<file path="src/rtl/regfile_2r1w_clr.sv">
// regfile_2r1w_clr: 2-read/1-write register file with byte enables, bypass, optional zero register and bulk clear
module regfile_2r1w_clr #(
  parameter int DATA_W   = 32,
  parameter int ADDR_W   = 4,
  parameter int ZERO_REG = 0,
  parameter int BYPASS   = 1
) (
  input  logic                  clk,
  input  logic                  reset,
  input  logic                  we,
  input  logic [ADDR_W-1:0]     waddr,
  input  logic [DATA_W-1:0]     wdata,
  input  logic [DATA_W/8-1:0]   wbe,
  input  logic                  re_a,
  input  logic [ADDR_W-1:0]     raddr_a,
  output logic [DATA_W-1:0]     rdata_a,
  output logic                  rvalid_a,
  input  logic                  re_b,
  input  logic [ADDR_W-1:0]     raddr_b,
  output logic [DATA_W-1:0]     rdata_b,
  output logic                  rvalid_b,
  input  logic                  clr_req,
  output logic                  busy,
  output logic                  clr_done
);
  localparam int DEPTH = 2**ADDR_W;
  localparam int NB = DATA_W/8;
  typedef enum logic [1:0] {IDLE, CLEAR, DONE} state_t;
  state_t state_q, state_d;
  logic [ADDR_W-1:0] cnt_q, cnt_d;
  logic busy_q, busy_d, clr_done_q, clr_done_d;
  logic [DATA_W-1:0] mem_q [DEPTH];
  logic [DATA_W-1:0] mem_d [DEPTH];
  logic [DATA_W-1:0] rdata_a_q, rdata_a_d, rdata_b_q, rdata_b_d;
  logic rvalid_a_q, rvalid_a_d, rvalid_b_q, rvalid_b_d;
  logic wr_en;
  logic [DATA_W-1:0] wmerge, val_a, val_b;
  // writes to a hardwired zero register are squashed here so neither storage nor bypass sees them
  assign wr_en = we && !busy_q && !(ZERO_REG != 0 && waddr == '0);
  always_comb begin
    wmerge = mem_q[waddr];
    for (int k = 0; k < NB; k++)
      if (wbe[k]) wmerge[8*k +: 8] = wdata[8*k +: 8];
  end
  assign val_a = (ZERO_REG != 0 && raddr_a == '0) ? '0 :
                 (BYPASS != 0 && wr_en && waddr == raddr_a) ? wmerge : mem_q[raddr_a];
  assign val_b = (ZERO_REG != 0 && raddr_b == '0) ? '0 :
                 (BYPASS != 0 && wr_en && waddr == raddr_b) ? wmerge : mem_q[raddr_b];
  always_comb begin
    mem_d = mem_q;
    if (wr_en) mem_d[waddr] = wmerge;
    if (state_q == CLEAR) mem_d[cnt_q] = '0;
    state_d = state_q == IDLE  ? (clr_req ? CLEAR : IDLE) :
              state_q == CLEAR ? (cnt_q == ADDR_W'(DEPTH-1) ? DONE : CLEAR) : IDLE;
    cnt_d = state_q == CLEAR ? cnt_q + 1'b1 : '0;
    busy_d = state_d == CLEAR;
    clr_done_d = state_d == DONE;
    rdata_a_d = re_a ? val_a : rdata_a_q;
    rdata_b_d = re_b ? val_b : rdata_b_q;
    rvalid_a_d = re_a;
    rvalid_b_d = re_b;
  end
  always_ff @(posedge clk or negedge reset) begin
    if (!reset) begin
      state_q <= IDLE;
      cnt_q <= '0;
      busy_q <= 1'b0;
      clr_done_q <= 1'b0;
      rdata_a_q <= '0;
      rdata_b_q <= '0;
      rvalid_a_q <= 1'b0;
      rvalid_b_q <= 1'b0;
      for (int i = 0; i < DEPTH; i++) mem_q[i] <= '0;
    end else begin
      state_q <= state_d;
      cnt_q <= cnt_d;
      busy_q <= busy_d;
      clr_done_q <= clr_done_d;
      rdata_a_q <= rdata_a_d;
      rdata_b_q <= rdata_b_d;
      rvalid_a_q <= rvalid_a_d;
      rvalid_b_q <= rvalid_b_d;
      mem_q <= mem_d;
    end
  end
  assign rdata_a = rdata_a_q;
  assign rdata_b = rdata_b_q;
  assign rvalid_a = rvalid_a_q;
  assign rvalid_b = rvalid_b_q;
  assign busy = busy_q;
  assign clr_done = clr_done_q;
endmodule
</file>
<file path="config.mk">
export PLATFORM = sky130hd
export DESIGN_NAME = regfile_2r1w_clr
export DESIGN_NICKNAME = d
export VERILOG_FILES = /design/src/rtl/regfile_2r1w_clr.sv
export SDC_FILE = /design/constraint.sdc
export NUM_CORES = 2
export LEC_CHECK = 0
export CORE_UTILIZATION = 31
export CTS_BUF_LIST = sky130_fd_sc_hd__clkbuf_2 sky130_fd_sc_hd__clkbuf_4 sky130_fd_sc_hd__clkbuf_8
export DETAILED_ROUTE_END_ITERATION = 8
export DONT_BUFFER_PORTS = 1
export PLACE_DENSITY_LB_ADDON = 0.12
export SLEW_MARGIN = 5
export SYNTH_ARGS = -nofsm -noshare
export SYNTH_HDL_FRONTEND = slang
export SYNTH_SLANG_ARGS = --single-unit
</file>
<file path="constraint.sdc">
create_clock -name clk -period 3.8 [get_ports clk]
set_input_delay 0.57 -clock clk [delete_from_list [all_inputs] [get_ports clk]]
set_output_delay 0.57 -clock clk [all_outputs]
set_load 0.01 [all_outputs]
</file>
==> summary.txt <==
Status
  – Status: finished with violations
  – Failing checks: negative hold slack, max-slew violations

Layout
  – Layout fillers: 12850
  – Final core utilization: 34.50%
  – Register area: 14660 um^2
  – Layout cells sized above 1: 21.27%
  – Most frequent cells in the layout: 586 x dfrtp_1, 585 x nand2_1, 512 x a21oi_1
  – Post-route cell area: 43550 um^2
  – Commonest non-fill, non-tap cell in the layout: dfrtp_1
  – # nets final: 3950
  – Layout area overhead: 10.02%
  – Count of non-filler cells in the finished layout: 5643
  – Area of the multi-input gates: 22880 um^2

Floorplanning
  – Die width: 359.4 um
  – Initial core utilization: 31.36%
  – Core area: 126200 um^2
  – DIE HEIGHT: 359.4 um
  – Die area: 129100 um^2
  – Num rows: 130
  – IO Pins: 122

Logic synthesis
  – Yosys warning total: 0
  – Synthesized area per cell: 9.514 um^2
  – Sequential area share after synthesis: 37.04%
  – Syn_nets: 4219
  – Cell variety after synth: 43
  – Syn Std Cell Area: 39590 um^2
  – Mapped Cells: 4161
  – Async set-or-reset flop fraction in the synthesized netlist: 100.0%
  – Ys flop type: dfrtp_1
  – Number of enable flip-flop cells after synthesis: 0
  – Number of synthesized register bits: 586

Timing
  – Rel. slew slack: -11.08%
  – Minimum clock period: 3.113 ns
  – Slew Viols, Final: 171
  – Fin crit share: 81.92%
  – Final hold slack: -0.1062 ns
  – Final setup viols: 0
  – Layout Skew: 0.05948 ns
  – Max Clk Rate: 0.3212 GHz
  – Worst-margin pin slew: 1.666 ns
  – Final hold vios: 66
  – Unrepaired setup endpoints after global routing: false
  – Setup TNS: 0 ns

Routing
  – Drt wl/cell: 32.63 um
  – Vias per std cell: 6.135
  – 1st-iter DRT viols: 3614
  – ANT nets after route: 0
  – Pre-Repair DR Iteration Count: 6
  – Wirelength, routed: 184100 um
  – DRC errors left: 0
  – Via count: 34620

Placed design
  – # placed instances: 5404
  – RD Place Congestion: 0.8173
  – Detailed Place HPWL: 98820 um
  – Number of I/O port buffers: 0
  – DP Area: 40500 um^2

Global routing
  – Total track usage: 28.08%
  – Initial antenna violation count: 5
  – Via count of the first global-routing pass: 34200
  – Congestion Overflow GR: 0
  – Pin count of the biggest net entering global routing: 587
  – First-pass GRT wire length: 263300 um

Power
  – Leakage: 17.18 nW
  – Net Sw Frac: 36.31%
  – Clk pwr share: 33.6%
  – Flop pwr share: 39.9%
  – Power Dens Cells: 510.1 nW/um^2
  – Max VDD drop: 0.2740 mV
  – Net Switching: 8.066 mW
  – Part of the power in combinational logic: 26.5%
  – Cell-internal power: 14.15 mW

Critical path
  – Worst EP required: 4.61 ns
  – CP dominant cell by count: nand2_1
  – CP startpoint kind: flop
  – End of the worst register-to-register path: rdata_a[6]
  – R2r worst-path depth: 7
  – Max Fanout on Critical Path: 24
  – R2R Setup Slk: 0.69 ns
  – Crit Path Category: reg2reg
  – Cell Chain, Critical Path: nor2b_1 -> nand2_1 -> or2_2 -> buf_4 -> nand2_1 -> a31oi_1 -> dlygate4sd3_1
  – Critical path endpoint: rdata_a[6]
  – CP max stage cell: or2_2
  – Arr. time, crit path: 3.92 ns
  – Worst path max stage delay: 0.87 ns
  – Worst setup path startpoint: busy
  – FF-to-FF Start: busy
  – CP endpoint kind: flop

Flow run
  – Max-cap violation count: 0

Clock tree
  – PostCTS Resize Cnt: 0
  – Root Driver: clkbuf_8
  – CTS H-tree lvls: 3
  – CTS tree: done
  – CTS clk-pin slew, worst paths: 0.07 ns
  – Clock Latency Late Sink: 0.87 ns
  – Clk sinks: 586
  – TritonCTS buffer count: 117
  – Bufs on Longest Clock Path: 3

Hold path
  – Hold Crit Class: in2async
-- what timing repair did --
item / 4_1_cts / 5_1_grt
hold buffers: 15 / 1
setup buffers: 0 / 0
hold endpoints to repair: 1158 / 2
-- worst min path at each step --
stage | endpoint | start
6_report | state_q[1] | reset
5_1_grt | state_q[0] | reset
4_1_cts | rdata_a[6] | reset
3_5_place_dp | clr_done | reset
3_3_place_gp | clr_done | reset
2_1_floorplan | busy | reset
-- worst max-delay path: cells and delay by family, from the launching register on --
family                 cells  cell delay [ns]
AND/OR/NAND/NOR            4             1.32
buffers and inverters      2             0.97
flip-flops                 1             0.65
AO/OA/AOI/OAI              1             0.15
-- metal layers --
metal	share of wire (%)	GRT usage [%]	routed length, um
met5	0.0076	0	14
met2	46	44.35	84960
met1	43	37.39	78450
met3	7.5	6.169	13850
met4	3.7	10.81	6838
-- registers in the layout, summed over array words and instances, names as in the netlist --
| name | flops |
|---|---|
| clr_done | 1 |
| rdata_a | 32 |
| rvalid_b | 1 |
| mem_q | 512 |
| cnt_q | 4 |
| rdata_b | 32 |
| busy | 1 |
| state_q | 2 |
| rvalid_a | 1 |
-- Yosys cell counts, drive strengths merged (64+ instances only) --
cell / count / area (um^2)
nor2: 392 / 1471
mux2i: 96 / 960.9
o21ai: 368 / 1842
o211ai: 320 / 2724
a31oi: 64 / 400.4
mux2: 160 / 1802
a22oi: 128 / 960.9
a21oi: 512 / 2562
nand2: 601 / 2273
buf: 202 / 1217
dfrtp: 586 / 14660
mux4: 288 / 6486
clkbuf: 290 / 1089
-- layout make-up --
class                           instances  share of cell area [%]
Inverter                                2                 0.01724
Tap cell                             1650                   4.740
Multi-Input combinational cell       3081                   52.53
Clock inverter                         19                  0.4309
Timing Repair Buffer                  104                   2.919
Sequential cell                       586                   33.67
Clock buffer                          194                   5.657
Antenna cell                            7                 0.04022
-- cell families (layout without fill, tap and decap cells) --
kind of cell             after synthesis  after routing  synth area share [%]
AO/OA/AOI/OAI                       1425           1425                 22.12
AND/OR/NAND/NOR                     1098           1098                 11.28
flip-flops                           586            586                 37.04
multiplexers                         544            544                 23.36
buffers and inverters                494            319                 5.844
XOR/XNOR                              10             10                0.2213
adder cells (fa/ha/maj)                4              4                0.1264
other                                  0              7                     0
-- through the flow --
stage	total power, mW	worst slack [ns]	hold WS (ns)
floorplan	12.58	1.504	0.2744
global placement	14.38	1.023	0.3197
detailed placement	14.42	0.9909	0.3464
CTS	22.18	0.6202	-0.5897
finish	22.22	0.6869	-0.1062
global route	23.22	0.5773	0.003299
-- power by group through the flow --
stage	sequential, mW	combinational (mW)	clock (mW)
after detailed placement	8.94	5.49	0
final	8.87	5.88	7.46
after floorplan	8.40	4.18	0
after global placement	8.94	5.44	0
after CTS	8.84	5.70	7.64
after global routing	9.06	6.29	7.87
No activity file was read; power rests on OpenSTA's default activity.
